==> config.mk <==
export PLATFORM = sky130hd
export DESIGN_NAME = wide_add_seq
export DESIGN_NICKNAME = d
export VERILOG_FILES = /design/src/rtl/wide_add_pkg.sv /design/src/rtl/cla32.sv /design/src/rtl/wide_add_seq.sv
export SDC_FILE = /design/constraint.sdc
export NUM_CORES = 1
export LEC_CHECK = 0
export BUFFER_PORTS_ARGS = -buffer_cell sky130_fd_sc_hd__buf_2
export CORE_ASPECT_RATIO = 0.7
export CORE_MARGIN = 5
export CORE_UTILIZATION = 30
export CTS_CLUSTER_DIAMETER = 60
export CTS_CLUSTER_SIZE = 10
export DETAILED_ROUTE_END_ITERATION = 7
export PLACE_DENSITY = 0.61
export SLEW_MARGIN = 10
export SYNTH_ARGS = -nofsm -noshare
export SYNTH_HDL_FRONTEND = slang
export SYNTH_SLANG_ARGS = --single-unit
==> constraint.sdc <==
create_clock -name clk -period 3.7 [get_ports clk]
set_input_delay 0.185 -clock clk [delete_from_list [all_inputs] [get_ports clk]]
set_output_delay 0.185 -clock clk [all_outputs]
set_load 0.05 [all_outputs]
==> src/rtl/wide_add_pkg.sv <==
// Shared constants and types for the wide add/subtract sequencer.
package wide_add_pkg;

    localparam int unsigned SLICE_W = 32;

    typedef enum logic [1:0] {
        S_IDLE = 2'd0,
        S_RUN  = 2'd1,
        S_DONE = 2'd2
    } state_e;

    // Beat counter width; one bit minimum so a single-beat build still has a counter.
    function automatic int unsigned beat_cnt_w(input int unsigned beats);
        return (beats > 1) ? $clog2(beats) : 1;
    endfunction

endpackage

==> src/rtl/cla32.sv <==
// 32-bit carry-lookahead adder: 4-bit lookahead groups chained by group generate/propagate.
module cla32 (
    input  logic [31:0] a_i,
    input  logic [31:0] b_i,
    input  logic        cin_i,
    output logic [31:0] sum_o,
    output logic        cout_o
);

    logic [31:0] g;
    logic [31:0] p;
    logic [32:0] c;
    logic [7:0]  gg;
    logic [7:0]  gp;

    // Bit and group generate/propagate, then per-group lookahead carries.
    always_comb begin
        g  = a_i & b_i;
        p  = a_i ^ b_i;
        c  = '0;
        gg = '0;
        gp = '0;
        for (int k = 0; k < 8; k++) begin
            gg[k] = g[4*k+3]
                  | (p[4*k+3] & g[4*k+2])
                  | (p[4*k+3] & p[4*k+2] & g[4*k+1])
                  | (p[4*k+3] & p[4*k+2] & p[4*k+1] & g[4*k]);
            gp[k] = &p[4*k +: 4];
        end
        c[0] = cin_i;
        for (int k = 0; k < 8; k++) begin
            c[4*k+1] = g[4*k] | (p[4*k] & c[4*k]);
            c[4*k+2] = g[4*k+1]
                     | (p[4*k+1] & g[4*k])
                     | (p[4*k+1] & p[4*k] & c[4*k]);
            c[4*k+3] = g[4*k+2]
                     | (p[4*k+2] & g[4*k+1])
                     | (p[4*k+2] & p[4*k+1] & g[4*k])
                     | (p[4*k+2] & p[4*k+1] & p[4*k] & c[4*k]);
            c[4*k+4] = gg[k] | (gp[k] & c[4*k]);
        end
    end

    assign sum_o  = p ^ c[31:0];
    assign cout_o = c[32];

endmodule

==> src/rtl/wide_add_seq.sv <==
// WIDTH-bit add (optional subtract) built by stepping one cla32 over WIDTH/32 beats,
// low slice first, with the carry held in a register between beats.
// Optional feature macro: WIDE_ADD_SUB_EN (honour in_sub: invert B, force carry-in to 1).
module wide_add_seq
    import wide_add_pkg::*;
#(
    parameter int unsigned WIDTH = 128
) (
    input  logic             clk,
    input  logic             rst,
    input  logic             in_valid,
    output logic             in_ready,
    input  logic [WIDTH-1:0] in_a,
    input  logic [WIDTH-1:0] in_b,
    input  logic             in_cin,
    input  logic             in_sub,
    output logic             out_valid,
    input  logic             out_ready,
    output logic [WIDTH-1:0] out_sum,
    output logic             out_cout,
    output logic             out_ovf,
    output logic             busy
);

    localparam int unsigned BEATS     = WIDTH / SLICE_W;
    localparam int unsigned CNT_W     = beat_cnt_w(BEATS);
    localparam logic [CNT_W-1:0] LAST_BEAT = CNT_W'(BEATS - 1);

    state_e             state_q, state_d;
    logic [WIDTH-1:0]   a_q, a_d;
    logic [WIDTH-1:0]   b_q, b_d;
    logic [WIDTH-1:0]   res_q, res_d;
    logic               carry_q, carry_d;
    logic [CNT_W-1:0]   beat_q, beat_d;
    logic               a_msb_q, a_msb_d;
    logic               b_msb_q, b_msb_d;
    logic               cout_q, cout_d;
    logic               ovf_q, ovf_d;

    logic [WIDTH-1:0]   b_eff;
    logic               cin_eff;
    logic [SLICE_W-1:0] cla_sum;
    logic               cla_cout;

`ifdef WIDE_ADD_SUB_EN
    // Subtract as A + ~B + 1; in_cin has no meaning for a subtract.
    assign b_eff   = in_sub ? ~in_b : in_b;
    assign cin_eff = in_sub ? 1'b1 : in_cin;
`else
    logic unused_sub;
    assign unused_sub = in_sub;
    assign b_eff      = in_b;
    assign cin_eff    = in_cin;
`endif

    // Single shared slice adder, fed from the low end of the operand shifters.
    cla32 u_cla (
        .a_i    (a_q[SLICE_W-1:0]),
        .b_i    (b_q[SLICE_W-1:0]),
        .cin_i  (carry_q),
        .sum_o  (cla_sum),
        .cout_o (cla_cout)
    );

    // Handshake flags depend only on the current state.
    assign in_ready  = (state_q == S_IDLE);
    assign out_valid = (state_q == S_DONE);
    assign busy      = (state_q != S_IDLE);
    assign out_sum   = res_q;
    assign out_cout  = cout_q;
    assign out_ovf   = ovf_q;

    // Next-state: latch on accept, one slice per RUN cycle, hold result until consumed.
    always_comb begin
        state_d = state_q;
        a_d     = a_q;
        b_d     = b_q;
        res_d   = res_q;
        carry_d = carry_q;
        beat_d  = beat_q;
        a_msb_d = a_msb_q;
        b_msb_d = b_msb_q;
        cout_d  = cout_q;
        ovf_d   = ovf_q;
        case (state_q)
            S_IDLE: begin
                if (in_valid) begin
                    a_d     = in_a;
                    b_d     = b_eff;
                    carry_d = cin_eff;
                    beat_d  = '0;
                    a_msb_d = in_a[WIDTH-1];
                    b_msb_d = b_eff[WIDTH-1];
                    state_d = S_RUN;
                end
            end
            S_RUN: begin
                a_d     = a_q >> SLICE_W;
                b_d     = b_q >> SLICE_W;
                res_d   = res_q >> SLICE_W;
                res_d[WIDTH-1 -: SLICE_W] = cla_sum;
                carry_d = cla_cout;
                beat_d  = beat_q + CNT_W'(1);
                if (beat_q == LAST_BEAT) begin
                    cout_d  = cla_cout;
                    ovf_d   = (a_msb_q == b_msb_q) & (cla_sum[SLICE_W-1] != a_msb_q);
                    state_d = S_DONE;
                end
            end
            S_DONE: begin
                if (out_ready) begin
                    state_d = S_IDLE;
                end
            end
            default: begin
                state_d = S_IDLE;
            end
        endcase
    end

    // State and datapath registers with synchronous reset.
    always_ff @(posedge clk) begin
        if (rst) begin
            state_q <= S_IDLE;
            a_q     <= '0;
            b_q     <= '0;
            res_q   <= '0;
            carry_q <= 1'b0;
            beat_q  <= '0;
            a_msb_q <= 1'b0;
            b_msb_q <= 1'b0;
            cout_q  <= 1'b0;
            ovf_q   <= 1'b0;
        end else begin
            state_q <= state_d;
            a_q     <= a_d;
            b_q     <= b_d;
            res_q   <= res_d;
            carry_q <= carry_d;
            beat_q  <= beat_d;
            a_msb_q <= a_msb_d;
            b_msb_q <= b_msb_d;
            cout_q  <= cout_d;
            ovf_q   <= ovf_d;
        end
    end

endmodule

==> impl_metrics.py <==
metrics = {
    "pwr": {
        "report.power.total_mw": 10.7,
        "p_sw_frac": 0.288,
        "leakagePower_nw": 9.49,
        "p_clk_frac": 0.381,
        "p_int_mw": 7.59,
        "p_per_area_nw_per_um2": 468,
        "seqPwrFrac": 0.448,
        "combinationalPowerShare": 0.171,
        "ir_worst_vdd_mv": 0.294,
        "p_switching_mw": 3.06,
    },
    "floorplan": {
        "fp-row-count": 71,
        "io_pins": 395,
        "die_h_um": 206,
        "initial_core_util": 0.304,
        "die_area_sq_um": 59500,
        "die-width_um": 289,
        "core_sq_um": 53900,
    },
    "yosys": {
        "synth_seq_cells": 393,
        "syn_inst": 2098,
        "yosysWarnings": 0,
        "ys_seq_area_frac": 0.480,
        "ys_types": 50,
        "yosysTopAreaCell": "dfxtp_1",
        "synth_area_leaders": "dfxtp_1 48%, nand2_1 16%, a311oi_1 10%",
        "netlist_area_sq_um": 16400,
        "syn_nets": 2401,
        "yosysTopAreaCellShare": 0.480,
        "avgSynthCellArea_sq_um": 7.82,
    },
    "routing": {
        "m1WireLength_mm": 27.3,
        "wl_met2_mm": 27.9,
        "ant_nets": 0,
        "route.met3.wl_mm": 3.79,
        "viasPerCell": 5.01,
        "highest_layer": "met5",
        "vias": 16964,
        "drc": 0,
        "wl_per_cell_um": 18.0,
        "drt_iter0_drc": 1214,
        "detail_route.wirelength_mm": 60.9,
        "drtPass1Iterations": 5,
    },
    "sta": {
        "slew_violations": 0,
        "final-hold-violation-count": 0,
        "max_freq_mhz": 324,
        "slew-limit-headroom": 0.442,
        "rsz0062_at_grt": "no",
        "tns_ns": 0,
        "min_period_over_period": 0.834,
        "setup_violations": 0,
        "tightest_slew_ns": 0.836,
        "finClkSkew_ns": 0.0300,
        "finalCriticalPeriod_ns": 3.08,
        "hold-worst-slack_ns": 0.00162,
    },
    "cells_and_area": {
        "nets": 2947,
        "fin_cells": 3389,
        "fin_area_sq_um": 22800,
        "drive_above_1_share": 0.185,
        "syn2layout_area_growth_pct": 38.9,
    },
    "setup_path": {
        "crit_fanout": 4,
        "setup.worst_path.class": "reg -> reg",
        "required_ns": 4.18,
        "endpoint_kind": "flip-flop",
        "cp.arrival_ns": 3.57,
        "worstSetupStartpointType": "flip-flop",
    },
    "global_routing": {
        "grt_max_degree": 110,
        "antenna_found_initial": 11,
        "grt_use_total": 0.197,
        "grt_pass1_wl_mm": 92.8,
        "overflow": 0,
        "grt_pass1_vias": 16503,
    },
    "clock_network": {
        "clock_sink_count": 393,
        "clock_latency_ns": 0.57,
        "postCtsSetupBuffers": 0,
        "cts_root_buf": "clkbuf_16",
        "clkTransAtPathRegs_ns": 0.05,
        "max-clock-path-buffers": 3,
        "cts_made_buffers": 46,
        "cts_max_level": 2,
        "cts_tree": "done",
    },
    "outcome": {
        "status": "finished clean",
    },
    "place": {
        "dpl_cell_area_sq_um": 19000,
        "dpl.cell_count": 3073,
        "hpwl_mm": 42.0,
        "port_buffers": 393,
        "gp_congestion": 0.848,
    },
    "run": {
        "drv_cap": 0,
    },
    "min_path": {
        "hp-class": "in -> reg",
    },
}
## logic make-up after synthesis
group                      after synthesis  synth area share
xor gates and xnor gates                17           0.00908
and+or+nand+nor                       1012             0.243
muxes                                    1          0.000610
adders and majority gates               41            0.0349
AOI/OAI and AO/OA                      445             0.190
buffers and inverters                  189            0.0433
DFF                                    393             0.480
## layer usage
metal	vias to the layer above	GRT usage
li1	8270	-
met1	7967	0.266
met2	584	0.320
met3	137	0.0339
met4	6	0.0682
met5	-	0
## cell usage in the layout, fill, tap and decap left out, drive strengths merged, types with 4 or more instances in the layout
cell type,Yosys,layout
a211oi,12,12
buf,11,425
nand4,6,6
nor2b,4,4
a311oi,193,193
xnor2,13,13
dlygate4sd3,0,253
diode,0,9
o21a,5,5
clkbuf,169,49
o21ai,11,11
ha,33,33
dfxtp,393,393
nand3,70,70
fa,8,8
a21oi,193,193
or3,4,4
nor2,220,220
xor2,4,4
inv,9,9
nand2,688,688
a21o,12,12
nor3,5,5
## worst paths after layout
check | start | to | slack [ns] | depth (start not counted)
max | a_q[5]$_SDFFE_PP0P_ | out_sum[125]$_SDFFE_PP0P_ | 0.62 | 11
min | in_b[8] | b_q[8]$_SDFFE_PP0P_ | 0.002 | 3
min reg2reg | out_sum[5]$_SDFFE_PP0P_ | out_sum[5]$_SDFFE_PP0P_ | 0.45 | 2
max reg2reg | a_q[5]$_SDFFE_PP0P_ | out_sum[125]$_SDFFE_PP0P_ | 0.62 | 11
## through the flow
step | setup slack (ns) | util
detailed placement | 0.656 | 0.352
CTS | 0.653 | 0.422
floorplan | 1.02 | -
global route | 0.494 | 0.422
global placement | 0.709 | 0.352
finish | 0.616 | 0.423
## cells in the mapped netlist, drive strengths merged
cell / instances
nor2: 220
xor2: 4
inv: 9
o22ai: 3
o211ai: 2
a221oi: 1
a311oi: 193
buf: 11
nor4b: 2
nand2b: 3
mux2i: 1
a2bb2oi: 1
nand4: 6
a21boi: 3
ha: 33
and3: 2
a21oi: 193
a21o: 12
nand2: 688
nor2b: 4
a211o: 1
clkbuf: 169
nand3: 70
o21ai: 11
o21a: 5
nand3b: 2
and2: 3
fa: 8
a22oi: 1
dfxtp: 393
or3b: 1
nor4: 1
or3: 4
xnor2: 13
or2: 1
o31ai: 1
a211oi: 12
nor3: 5
a31o: 3
a31oi: 3
## cell type report
class,count,area (sq um)
Fill cell,5330,31100
Sequential cell,393,7870
Multi-Input combinational cell,1516,7850
Timing Repair Buffer,678,4850
Clock buffer,49,1160
Tap cell,730,913
Clock inverter,5,86.3
Inverter,9,33.8
Antenna cell,9,22.5
## registers in the layout, summed over array words and instances, names as in the netlist
signal    cells
state_q       2
beat_q        2
b_msb_q       1
out_cout      1
carry_q       1
out_sum     128
a_msb_q       1
out_ovf       1
b_q         128
a_q         128
## power by group through the flow
stage / combinational [mW] / sequential [mW] / clock (mW)
CTS: 1.82 / 4.77 / 4.18
detailed placement: 1.60 / 4.86 / 0
global placement: 1.58 / 4.86 / 0
floorplan: 0.939 / 4.91 / 0
finish: 1.83 / 4.77 / 4.06
global route: 2.01 / 4.81 / 4.36
## timing repair
action                                  CTS  global route
endpoints found under the setup margin    0             0
hold buffers                            253             0
endpoints found under the hold margin   255             0
gates resized for setup                   0             0
## worst max-delay path: stages, from the launching register on
cell,delay [ns]
dfxtp_1,0.31
ha_1,0.34
a21oi_1,0.19
o21ai_0,0.25
a221oi_2,0.45
a21oi_2,0.13
o21ai_2,0.25
nand2_1,0.13
a21o_1,0.22
fa_1,0.38
xnor2_1,0.14
a211oi_1,0.21
(Power assumes the default switching activity.)
